--- config.mk ---
export PLATFORM = sky130hd
export DESIGN_NAME = ex_stage_flat
export DESIGN_NICKNAME = d
export VERILOG_FILES = /design/src/rtl/ex_stage_if.sv /design/src/rtl/ex_stage.sv /design/src/flat_wrapper.sv
export SDC_FILE = /design/constraint.sdc
export NUM_CORES = 1
export LEC_CHECK = 0
export BUFFER_PORTS_ARGS = -buffer_cell sky130_fd_sc_hd__buf_2
export CORE_MARGIN = 5
export CORE_UTILIZATION = 26
export CTS_BUF_LIST = sky130_fd_sc_hd__clkbuf_8 sky130_fd_sc_hd__clkbuf_16
export DETAILED_ROUTE_END_ITERATION = 10
export HOLD_SLACK_MARGIN = 0.05
export PLACE_DENSITY_LB_ADDON = 0.3
export RECOVER_POWER = 100
export SLEW_MARGIN = 20
export SYNTH_ARGS = -nofsm -noshare
export SYNTH_HDL_FRONTEND = slang
export SYNTH_SLANG_ARGS = --single-unit
--- constraint.sdc ---
create_clock -name clk -period 6.5 [get_ports clk]
set_input_delay 1.3 -clock clk [delete_from_list [all_inputs] [get_ports clk]]
set_output_delay 1.3 -clock clk [all_outputs]
set_load 0.05 [all_outputs]
--- src/rtl/ex_stage_if.sv ---
// ID/EX-to-EX/MEM bundle for the RV32I execute stage.
// The E-side inputs, the hazard controls, the redirect and the registered M-side outputs.
interface ex_stage_if;
    logic        StallM;
    logic        FlushM;
    logic [31:0] RD1E;
    logic [31:0] RD2E;
    logic [31:0] PCE;
    logic [31:0] ImmExtE;
    logic [3:0]  ALUOpE;
    logic [1:0]  ALUSrcAE;
    logic [1:0]  ALUSrcBE;
    logic [2:0]  funct3E;
    logic        BranchE;
    logic        JumpE;
    logic        MuxjalrE;
    logic        RegWriteE;
    logic        MemReadE;
    logic        MemWriteE;
    logic [2:0]  WriteBackE;
    logic [4:0]  RdE;
    logic [1:0]  ForwardAE;
    logic [1:0]  ForwardBE;
    logic [31:0] ResultW;

    logic        PCSrcE;
    logic [31:0] PCTargetE;
    logic [31:0] ALUResultM;
    logic [31:0] WriteDataM;
    logic [31:0] PCPlus4M;
    logic [31:0] ImmExtM;
    logic [4:0]  RdM;
    logic [2:0]  funct3M;
    logic [2:0]  WriteBackM;
    logic        RegWriteM;
    logic        MemReadM;
    logic        MemWriteM;

    modport slave (
        input  StallM, FlushM, RD1E, RD2E, PCE, ImmExtE, ALUOpE, ALUSrcAE, ALUSrcBE,
               funct3E, BranchE, JumpE, MuxjalrE, RegWriteE, MemReadE, MemWriteE,
               WriteBackE, RdE, ForwardAE, ForwardBE, ResultW,
        output PCSrcE, PCTargetE, ALUResultM, WriteDataM, PCPlus4M, ImmExtM, RdM,
               funct3M, WriteBackM, RegWriteM, MemReadM, MemWriteM
    );

    modport master (
        output StallM, FlushM, RD1E, RD2E, PCE, ImmExtE, ALUOpE, ALUSrcAE, ALUSrcBE,
               funct3E, BranchE, JumpE, MuxjalrE, RegWriteE, MemReadE, MemWriteE,
               WriteBackE, RdE, ForwardAE, ForwardBE, ResultW,
        input  PCSrcE, PCTargetE, ALUResultM, WriteDataM, PCPlus4M, ImmExtM, RdM,
               funct3M, WriteBackM, RegWriteM, MemReadM, MemWriteM
    );
endinterface

--- src/rtl/ex_stage.sv ---
// RV32I execute stage: forwarding, ALU, branch compare, jump target and the EX/MEM register.
// The redirect (PCSrcE/PCTargetE) is combinational; everything M-side is registered.
module ex_stage #(
    parameter int XLEN = 32
) (
    input  logic        clk,
    input  logic        reset,
    ex_stage_if.slave   bus
);

    typedef struct packed {
        logic [XLEN-1:0] alu_result;
        logic [XLEN-1:0] write_data;
        logic [XLEN-1:0] pc_plus4;
        logic [XLEN-1:0] imm_ext;
        logic [4:0]      rd;
        logic [2:0]      funct3;
        logic [2:0]      write_back;
        logic            reg_write;
        logic            mem_read;
        logic            mem_write;
    } m_regs_t;

    logic [XLEN-1:0] fwd_a, fwd_b, src_a, src_b, alu_result, pc_plus4;
    logic [4:0]      shamt;
    logic            taken;
    m_regs_t         m_q, m_d;

    // NOTE: every always_comb output gets a default first, so no path can infer a latch.
    always_comb begin
        fwd_a = bus.RD1E;
        case (bus.ForwardAE)
            2'b01:   fwd_a = bus.ResultW;
            2'b10:   fwd_a = m_q.alu_result;
            default: fwd_a = bus.RD1E;
        endcase

        fwd_b = bus.RD2E;
        case (bus.ForwardBE)
            2'b01:   fwd_b = bus.ResultW;
            2'b10:   fwd_b = m_q.alu_result;
            default: fwd_b = bus.RD2E;
        endcase

        src_a = '0;
        case (bus.ALUSrcAE)
            2'd0:    src_a = fwd_a;
            2'd1:    src_a = bus.PCE;
            default: src_a = '0;
        endcase

        src_b = XLEN'(4);
        case (bus.ALUSrcBE)
            2'd0:    src_b = fwd_b;
            2'd1:    src_b = bus.ImmExtE;
            default: src_b = XLEN'(4);
        endcase
    end

    assign shamt = src_b[4:0];

    always_comb begin
        alu_result = '0;
        case (bus.ALUOpE)
            4'd0:    alu_result = src_a + src_b;
            4'd1:    alu_result = src_a - src_b;
            4'd2:    alu_result = src_a << shamt;
            4'd3:    alu_result = {{(XLEN-1){1'b0}}, $signed(src_a) < $signed(src_b)};
            4'd4:    alu_result = {{(XLEN-1){1'b0}}, src_a < src_b};
            4'd5:    alu_result = src_a ^ src_b;
            4'd6:    alu_result = src_a >> shamt;
            4'd7:    alu_result = $signed(src_a) >>> shamt;
            4'd8:    alu_result = src_a | src_b;
            4'd9:    alu_result = src_a & src_b;
            4'd10:   alu_result = src_b;
            default: alu_result = '0;
        endcase
    end

    // Branch compare looks at the forwarded registers, never at the ALU operands.
    always_comb begin
        taken = 1'b0;
        case (bus.funct3E)
            3'b000:  taken = (fwd_a == fwd_b);
            3'b001:  taken = (fwd_a != fwd_b);
            3'b100:  taken = ($signed(fwd_a) <  $signed(fwd_b));
            3'b101:  taken = ($signed(fwd_a) >= $signed(fwd_b));
            3'b110:  taken = (fwd_a <  fwd_b);
            3'b111:  taken = (fwd_a >= fwd_b);
            default: taken = 1'b0;
        endcase
    end

    assign pc_plus4      = bus.PCE + XLEN'(4);
    assign bus.PCTargetE = bus.MuxjalrE ? ((fwd_a + bus.ImmExtE) & ~XLEN'(1))
                                        : (bus.PCE + bus.ImmExtE);
    // A held instruction must not redirect fetch a second time.
    assign bus.PCSrcE    = ~bus.StallM & (bus.JumpE | (bus.BranchE & taken));

    always_comb begin
        m_d = m_q;
        if (bus.FlushM || !bus.StallM) begin
            m_d.alu_result = alu_result;
            m_d.write_data = fwd_b;
            m_d.pc_plus4   = pc_plus4;
            m_d.imm_ext    = bus.ImmExtE;
            m_d.rd         = bus.RdE;
            m_d.funct3     = bus.funct3E;
            m_d.write_back = bus.WriteBackE;
            m_d.reg_write  = bus.RegWriteE;
            m_d.mem_read   = bus.MemReadE;
            m_d.mem_write  = bus.MemWriteE;
        end
        if (bus.FlushM) begin
            m_d.write_back = '0;
            m_d.reg_write  = 1'b0;
            m_d.mem_read   = 1'b0;
            m_d.mem_write  = 1'b0;
        end
    end

    // NOTE: sequential state uses non-blocking assignments only.
    always_ff @(posedge clk or negedge reset) begin
        if (!reset) m_q <= '0;
        else        m_q <= m_d;
    end

    assign bus.ALUResultM = m_q.alu_result;
    assign bus.WriteDataM = m_q.write_data;
    assign bus.PCPlus4M   = m_q.pc_plus4;
    assign bus.ImmExtM    = m_q.imm_ext;
    assign bus.RdM        = m_q.rd;
    assign bus.funct3M    = m_q.funct3;
    assign bus.WriteBackM = m_q.write_back;
    assign bus.RegWriteM  = m_q.reg_write;
    assign bus.MemReadM   = m_q.mem_read;
    assign bus.MemWriteM  = m_q.mem_write;

endmodule

--- src/flat_wrapper.sv ---
// flat-port wrapper written by rule: the top's interface ports become plain ports
module ex_stage_flat 
#(
    parameter int XLEN = 32
)
  (clk, reset, bus_StallM, bus_FlushM, bus_RD1E, bus_RD2E, bus_PCE, bus_ImmExtE, bus_ALUOpE, bus_ALUSrcAE, bus_ALUSrcBE, bus_funct3E, bus_BranchE, bus_JumpE, bus_MuxjalrE, bus_RegWriteE, bus_MemReadE, bus_MemWriteE, bus_WriteBackE, bus_RdE, bus_ForwardAE, bus_ForwardBE, bus_ResultW, bus_PCSrcE, bus_PCTargetE, bus_ALUResultM, bus_WriteDataM, bus_PCPlus4M, bus_ImmExtM, bus_RdM, bus_funct3M, bus_WriteBackM, bus_RegWriteM, bus_MemReadM, bus_MemWriteM);
  ex_stage_if bus_i ();
  input  logic clk;
  input  logic reset;
  input wire logic [$bits(bus_i.StallM)-1:0] bus_StallM;
  input wire logic [$bits(bus_i.FlushM)-1:0] bus_FlushM;
  input wire logic [$bits(bus_i.RD1E)-1:0] bus_RD1E;
  input wire logic [$bits(bus_i.RD2E)-1:0] bus_RD2E;
  input wire logic [$bits(bus_i.PCE)-1:0] bus_PCE;
  input wire logic [$bits(bus_i.ImmExtE)-1:0] bus_ImmExtE;
  input wire logic [$bits(bus_i.ALUOpE)-1:0] bus_ALUOpE;
  input wire logic [$bits(bus_i.ALUSrcAE)-1:0] bus_ALUSrcAE;
  input wire logic [$bits(bus_i.ALUSrcBE)-1:0] bus_ALUSrcBE;
  input wire logic [$bits(bus_i.funct3E)-1:0] bus_funct3E;
  input wire logic [$bits(bus_i.BranchE)-1:0] bus_BranchE;
  input wire logic [$bits(bus_i.JumpE)-1:0] bus_JumpE;
  input wire logic [$bits(bus_i.MuxjalrE)-1:0] bus_MuxjalrE;
  input wire logic [$bits(bus_i.RegWriteE)-1:0] bus_RegWriteE;
  input wire logic [$bits(bus_i.MemReadE)-1:0] bus_MemReadE;
  input wire logic [$bits(bus_i.MemWriteE)-1:0] bus_MemWriteE;
  input wire logic [$bits(bus_i.WriteBackE)-1:0] bus_WriteBackE;
  input wire logic [$bits(bus_i.RdE)-1:0] bus_RdE;
  input wire logic [$bits(bus_i.ForwardAE)-1:0] bus_ForwardAE;
  input wire logic [$bits(bus_i.ForwardBE)-1:0] bus_ForwardBE;
  input wire logic [$bits(bus_i.ResultW)-1:0] bus_ResultW;
  output wire logic [$bits(bus_i.PCSrcE)-1:0] bus_PCSrcE;
  output wire logic [$bits(bus_i.PCTargetE)-1:0] bus_PCTargetE;
  output wire logic [$bits(bus_i.ALUResultM)-1:0] bus_ALUResultM;
  output wire logic [$bits(bus_i.WriteDataM)-1:0] bus_WriteDataM;
  output wire logic [$bits(bus_i.PCPlus4M)-1:0] bus_PCPlus4M;
  output wire logic [$bits(bus_i.ImmExtM)-1:0] bus_ImmExtM;
  output wire logic [$bits(bus_i.RdM)-1:0] bus_RdM;
  output wire logic [$bits(bus_i.funct3M)-1:0] bus_funct3M;
  output wire logic [$bits(bus_i.WriteBackM)-1:0] bus_WriteBackM;
  output wire logic [$bits(bus_i.RegWriteM)-1:0] bus_RegWriteM;
  output wire logic [$bits(bus_i.MemReadM)-1:0] bus_MemReadM;
  output wire logic [$bits(bus_i.MemWriteM)-1:0] bus_MemWriteM;
  assign bus_i.StallM = bus_StallM;
  assign bus_i.FlushM = bus_FlushM;
  assign bus_i.RD1E = bus_RD1E;
  assign bus_i.RD2E = bus_RD2E;
  assign bus_i.PCE = bus_PCE;
  assign bus_i.ImmExtE = bus_ImmExtE;
  assign bus_i.ALUOpE = bus_ALUOpE;
  assign bus_i.ALUSrcAE = bus_ALUSrcAE;
  assign bus_i.ALUSrcBE = bus_ALUSrcBE;
  assign bus_i.funct3E = bus_funct3E;
  assign bus_i.BranchE = bus_BranchE;
  assign bus_i.JumpE = bus_JumpE;
  assign bus_i.MuxjalrE = bus_MuxjalrE;
  assign bus_i.RegWriteE = bus_RegWriteE;
  assign bus_i.MemReadE = bus_MemReadE;
  assign bus_i.MemWriteE = bus_MemWriteE;
  assign bus_i.WriteBackE = bus_WriteBackE;
  assign bus_i.RdE = bus_RdE;
  assign bus_i.ForwardAE = bus_ForwardAE;
  assign bus_i.ForwardBE = bus_ForwardBE;
  assign bus_i.ResultW = bus_ResultW;
  assign bus_PCSrcE = bus_i.PCSrcE;
  assign bus_PCTargetE = bus_i.PCTargetE;
  assign bus_ALUResultM = bus_i.ALUResultM;
  assign bus_WriteDataM = bus_i.WriteDataM;
  assign bus_PCPlus4M = bus_i.PCPlus4M;
  assign bus_ImmExtM = bus_i.ImmExtM;
  assign bus_RdM = bus_i.RdM;
  assign bus_funct3M = bus_i.funct3M;
  assign bus_WriteBackM = bus_i.WriteBackM;
  assign bus_RegWriteM = bus_i.RegWriteM;
  assign bus_MemReadM = bus_i.MemReadM;
  assign bus_MemWriteM = bus_i.MemWriteM;
  ex_stage #(.XLEN(XLEN)) u_core (.clk(clk), .reset(reset), .bus(bus_i));
endmodule
==> results of run 1 <==
==> sequential cells by signal, summed over array words and instances, names as in the netlist <==
register / count
u_core.bus.MemWriteM: 1
u_core.bus.RdM: 5
u_core.bus.MemReadM: 1
u_core.bus.WriteBackM: 3
u_core.bus.WriteDataM: 32
u_core.bus.funct3M: 3
u_core.bus.RegWriteM: 1
u_core.bus.ALUResultM: 32
u_core.bus.ImmExtM: 32
u_core.bus.PCPlus4M: 32
==> per-layer routing <==
metal,share of wire,track usage,up-vias
met3,0.11,0.0721,261
met5,0.00059,0,-
met1,0.40,0.364,12300
met4,0.048,0.117,10
li1,-,-,11300
met2,0.44,0.438,1466
==> path summary, 6_finish.rpt <==
path	start	end	slack, ps	cells after the start
setup / recovery	bus_ForwardAE[0]	bus_PCSrcE	130	17
hold / removal	u_core.bus.PCPlus4M[6]$_DFFE_PN0P_	u_core.bus.PCPlus4M[6]$_DFFE_PN0P_	480	2
setup reg to reg	u_core.bus.ALUResultM[5]$_DFFE_PN0P_	u_core.bus.ALUResultM[15]$_DFFE_PN0P_	1510	19
hold reg to reg	u_core.bus.PCPlus4M[6]$_DFFE_PN0P_	u_core.bus.PCPlus4M[6]$_DFFE_PN0P_	480	2
max in group asynchronous	reset	u_core.bus.ALUResultM[29]$_DFFE_PN0P_	1240	2
min in group asynchronous	reset	u_core.bus.PCPlus4M[22]$_DFFE_PN0P_	1200	1
==> logic make-up after synthesis <==
group	share of synthesized area
AO/OA/AOI/OAI	0.317
AND/OR/NAND/NOR	0.187
buffers and inverters	0.0592
multiplexers	0.114
adder cells (fa/ha/maj)	0.121
flip-flops	0.168
XOR/XNOR	0.0344
==> layout by cell type (no fill, tap or decap), types with 16 or more instances in the layout <==
| cell type | instances |
|---|---|
| nand2_1 | 305 |
| o21ai_0 | 267 |
| buf_4 | 254 |
| buf_2 | 215 |
| nor2_1 | 199 |
| ha_1 | 194 |
| a21oi_1 | 187 |
| clkbuf_1 | 151 |
| mux2i_1 | 144 |
| dfrtp_1 | 142 |
| inv_1 | 105 |
| mux2_2 | 65 |
| a22oi_1 | 53 |
| nor3_1 | 51 |
| a21o_1 | 47 |
| nand3_1 | 47 |
| xor2_1 | 43 |
| nand3b_1 | 40 |
| xnor2_1 | 40 |
| a221o_1 | 39 |
| nand2b_1 | 39 |
| o221ai_1 | 35 |
| a31oi_1 | 34 |
| a211oi_1 | 33 |
| o211ai_1 | 32 |
| nor2b_1 | 25 |
| a221oi_1 | 25 |
| o22ai_1 | 23 |
| or3_1 | 20 |
| o21a_1 | 20 |
| nand4_1 | 20 |
| o31ai_1 | 17 |
| clkbuf_16 | 17 |
| and3_1 | 16 |
==> power groups by stage <==
stage,Clock (mW),Sequential [mW],Combinational [mW]
after global routing,1.17,1.12,3.50
after detailed placement,0,1.12,3.27
after floorplan,0,1.42,1.65
after global placement,0,1.12,3.28
final,1.12,1.11,3.33
after CTS,1.15,1.10,3.29
==> worst max-delay path: stages <==
cell and delay, ps:
buf_2 120, inv_1 50, ha_2 320, buf_12 180
buf_4 190, o21ai_0 340, ha_1 320, o21ai_0 70
o21ai_0 100, a211oi_2 360, a31oi_1 140, o31a_1 350
or2_2 320, nor4_1 280, nor4_1 90, a32o_1 290
clkbuf_4 220
==> timing repair <==
item                                    in CTS  in global routing
pin swaps                                    0                  2
endpoints found under the setup margin       3                 10
setup buffers                                0                  0
gates resized for setup                      3                 20
==> area by class of cell <==
class	instances	area (µm²)	area share
multi-input combinational	2322	16400	0.627
timing repair buffer	636	3790	0.145
sequential	142	3550	0.136
tap	1060	1330	0.0507
inverter	121	459	0.0175
clock buffer	17	425	0.0163
clock inverter	15	186	0.00712
antenna	5	12.5	0.000478
==> results_dict.tcl, run 1 <==
set metrics [dict create \
    drc 0 \
    switchingPower_mw 2.92 \
    gr-usage-all-layers 0.278 \
    utilization 0.325 \
    post-place-cells 4281 \
    finish.instance_area_um2 26200 \
    viasPerCell 5.88 \
    port_buffers 367 \
    layout_min_cycle_time_ps 6370 \
    synth.most_common_cell "nand2_1" \
    syn-cell-area_um2 21100 \
    die_w_um 295 \
    cp_max_fo 27 \
    min_period_over_period 0.981 \
    clock_path_buffers 2 \
    failed_checks "max-capacitance violations, max-slew violations" \
    finalHoldViolCount 0 \
    clk-insertion-delay-late_ps 520 \
    dieArea_um2 87000 \
    start_util 0.262 \
    worst-setup-path-type "primary input to primary output" \
    async_reset_ff_frac 1.00 \
    grt_pass1_wl_um 177000 \
    syn_inst 2767 \
    dpl_cell_area_um2 25700 \
    fin_cells 4318 \
    internal_power_mw 2.65 \
    timing.slew.headroom -1.33 \
    synth.avg_cell_area_um2 7.63 \
    post_synth_most_frequent_cells "nand2_1 (305), o21ai_0 (276), nor2_1 (201), ha_1 (197), a21oi_1 (188)" \
    pre_cts_slack_ps -164 \
    clockPowerShare 0.202 \
    synth_fp_nets 3161 \
    switching_share 0.524 \
    htreeDepth 4 \
    areaGrowthSynthToFinish_pct 24.0 \
    nets 3634 \
    die_h_um 295 \
    leakagePower_nw 11.5 \
    ir_worst_vdd_uv 207 \
    vias 25400 \
    wl_per_cell_um 29.5 \
    fmax_mhz 157 \
    synth_top_area_frac 0.168 \
    path_clk_slew_ps 70 \
    synth.largest_area_cell "dfrtp_1" \
    maxCapViolations 7 \
    yosys_warnings 0 \
    grt_pass1_vias 24100 \
    pin_count 368 \
    grt-ovfl-total 0 \
    setup_violations 0 \
    combPwrFrac 0.598 \
    drive_above_1_share 0.209 \
    hold_ws_ps 481 \
    clock-sinks 142 \
    grt_max_degree 134 \
    synth_cell_types 97 \
    synth_edf_count 0 \
    hold_path.class "flip-flop to flip-flop" \
    setup_ws_ps 125 \
    cts_hold_buf 0 \
    slew_viol_final 380 \
    rsz0062_at_grt "true" \
    drt-initial-drc-count 3053 \
    drt_pass1_iterations 6 \
    synthFlopType "dfrtp_1" \
    end_kind "primary output" \
    arrival_ps 5070 \
    p_seq_frac 0.200 \
    routed_wl_um 127000 \
    ys_seq_area_frac 0.168 \
    worst-slew-pin-transition_ps 3500 \
    core_area_um2 80500 \
    finClkSkew_ps 19.6 \
    root_buffer "clkbuf_16" \
    numCtsBuffers 17 \
    tritoncts "done" \
    setup_tns_ps 0 \
    ant_nets 0 \
    startpoint_type "primary input" \
    critPathRequiredTime_ps 5200 \
    fillerInstances 8831 \
    powerDensity_nw_per_um2 213 \
    power.total_mw 5.57 \
    gp_congestion 1.05 \
    num_rows 104 \
    status "finished, violations left" \
    antenna_found_initial 9 \
    synth.area.top_cells "dfrtp_1 (17%), ha_1 (12%), mux2i_1 (6.8%), o21ai_0 (6.5%), nand2_1 (5.4%)" \
    synth_seq_cells 142 \
    dp_hpwl_um 104000 \
]
No activity file was read; power rests on OpenSTA's default activity.
==> run 2, diff against run 1 <==
- REMOVE_ABC_BUFFERS: not set -> 1
==> results_dict.tcl, run 2 (synthesized netlist as in run 1, its figures left out) <==
set metrics [dict create \
    status "finished, violations left" \
    failed_checks "max-capacitance violations, max-slew violations" \
    cts_hold_buf 0 \
    utilization 0.322 \
    clk-insertion-delay-late_ps 510 \
    crit_family "compound AO/OA/AOI/OAI gates" \
    r2r-end "u_core.bus.ALUResultM[28]$_DFFE_PN0P_" \
    wl_per_cell_um 25.3 \
    fmax_mhz 156 \
    die_h_um 295 \
    root_buffer "clkbuf_16" \
    holdPathStages 2 \
    grt-ovfl-total 0 \
    hold_start "u_core.bus.PCPlus4M[28]$_DFFE_PN0P_" \
    grt_pass1_wl_um 158000 \
    end_kind "primary output" \
    routed_wl_um 108000 \
    r2r_cells 16 \
    setup_violations 0 \
    num_rows 104 \
    slowest_stage "ha_2" \
    powerDensity_nw_per_um2 207 \
    dpl_cell_area_um2 25500 \
    dieArea_um2 87000 \
    vias 24600 \
    mostFrequentLayoutCells "nand2_1 (303), o21ai_0 (247), nor2_1 (199), buf_4 (194)" \
    numCtsBuffers 17 \
    holdPathEnd "u_core.bus.PCPlus4M[28]$_DFFE_PN0P_" \
    fillerInstances 8720 \
    nets 3591 \
    drt-initial-drc-count 2786 \
    setup_ws_ps 99.1 \
    max_stage_delay_ps 420 \
    finalHoldViolCount 0 \
    layout_min_cycle_time_ps 6400 \
    hold_path.class "flip-flop to flip-flop" \
    worst-setup-path-type "primary input to primary output" \
    power.total_mw 5.35 \
    drive_above_1_share 0.193 \
    grt_max_degree 77 \
    critPathRequiredTime_ps 5200 \
    core_area_um2 80500 \
    antenna_found_initial 12 \
    startpoint_type "primary input" \
    viasPerCell 5.75 \
    timing.critical_path.buf_inv 6 \
    min_period_over_period 0.985 \
    gr-usage-all-layers 0.238 \
    areaGrowthSynthToFinish_pct 22.7 \
    ant_nets 0 \
    worst-slew-pin-transition_ps 3790 \
    clock-sinks 142 \
    pre_cts_slack_ps -330 \
    clock_path_buffers 2 \
    path_clk_slew_ps 60 \
    pin_count 368 \
    port_buffers 367 \
    timing.slew.headroom -1.53 \
    maxCapViolations 2 \
    ir_worst_vdd_uv 227 \
    rrSetupSlack_ps 1560 \
    die_w_um 295 \
    start_util 0.262 \
    reg2reg_from "u_core.bus.ALUResultM[1]$_DFFE_PN0P_" \
    arrival_ps 5100 \
    finish.instance_area_um2 25900 \
    cp_max_fo 35 \
    drt_pass1_iterations 8 \
    gp_congestion 0.996 \
    htreeDepth 4 \
    path_cells "buf_2, inv_1, ha_2, buf_6, buf_12, nand2_1, o21ai_0, ha_1, o2111a_1, a211oi_2, a31oi_2, buf_4, o31a_1, or2_2, nor4_2, nor4_1, a32o_1, clkbuf_4" \
    final_common_cell "nand2_1" \
    tritoncts "done" \
    leakagePower_nw 11.2 \
    dp_hpwl_um 86500 \
    grt_pass1_vias 23700 \
    slew_viol_final 96 \
    finClkSkew_ps 13.5 \
    drc 0 \
]
run 2: per-layer routing:
layer  vias to the layer above  routed length [µm]  global-route usage
met2                      1237               49300               0.388
met5                         -                  51                   0
li1                      11300                   -                   -
met4                        10                4800              0.0992
met1                     11900               45200               0.309
met3                       230                8860              0.0448
run 2: metrics by stage:
step | hold WS (ps) | cells | TNS (ps)
floorplan | 765 | 2585 | -338230
global placement | 458 | 4237 | -454
detailed placement | 466 | 4237 | -468
CTS | 480 | 4268 | 0
global route | 498 | 4272 | -27.9
finish | 479 | 4274 | 0
run 2: repair_timing:
| item | 4_1_cts | 5_1_grt |
|---|---|---|
| setup buffers | 0 | 1 |
| gates resized for setup | 6 | 51 |
| setup endpoints to repair | 4 | 13 |
| hold endpoints to repair | 0 | 0 |
| cloned | 0 | 0 |
run 2: worst register-to-register path, delay by kind of cell, from the launching register on:
| kind | cells | cell delay, ps |
|---|---|---|
| AOI/OAI and AO/OA | 10 | 2820 |
| adders and majority gates | 1 | 530 |
| buffers and inverters | 4 | 790 |
| DFF | 1 | 550 |
| and+or+nand+nor | 1 | 210 |
run 2: cell type report:
cell class,instances,area (µm²),area share
multi-input combinational,2322,16400,0.634
sequential,142,3550,0.137
timing repair buffer,593,3530,0.136
tap,1060,1330,0.0512
inverter,121,463,0.0179
clock buffer,19,453,0.0175
clock inverter,12,146,0.00565
antenna,5,12.5,0.000483
run 2: worst max path at each step:
| stage | from | endpoint | slack, ps | depth (start not counted) |
|---|---|---|---|---|
| finish | bus_ForwardAE[0] | bus_PCSrcE | 100 | 18 |
| global route | bus_ForwardAE[0] | bus_PCSrcE | -20 | 18 |
| CTS | bus_ForwardBE[0] | bus_PCSrcE | 8 | 17 |
| detailed placement | bus_ForwardAE[0] | bus_PCTargetE[31] | -330 | 18 |
| global placement | bus_ForwardAE[0] | bus_PCTargetE[31] | -320 | 18 |
| floorplan | bus_FlushM | u_core.bus.ALUResultM[25]$_DFFE_PN0P_ | -3970 | 3 |
run 2: report_power, final:
| part | internal (mW) | switching (mW) | leakage, nW | total (mW) |
|---|---|---|---|---|
| Clock | 0.615 | 0.471 | 0.289 | 1.09 |
| Combinational | 1.05 | 2.12 | 9.17 | 3.17 |
| Sequential | 0.983 | 0.112 | 1.75 | 1.10 |
| Total | 2.64 | 2.71 | 11.2 | 5.35 |
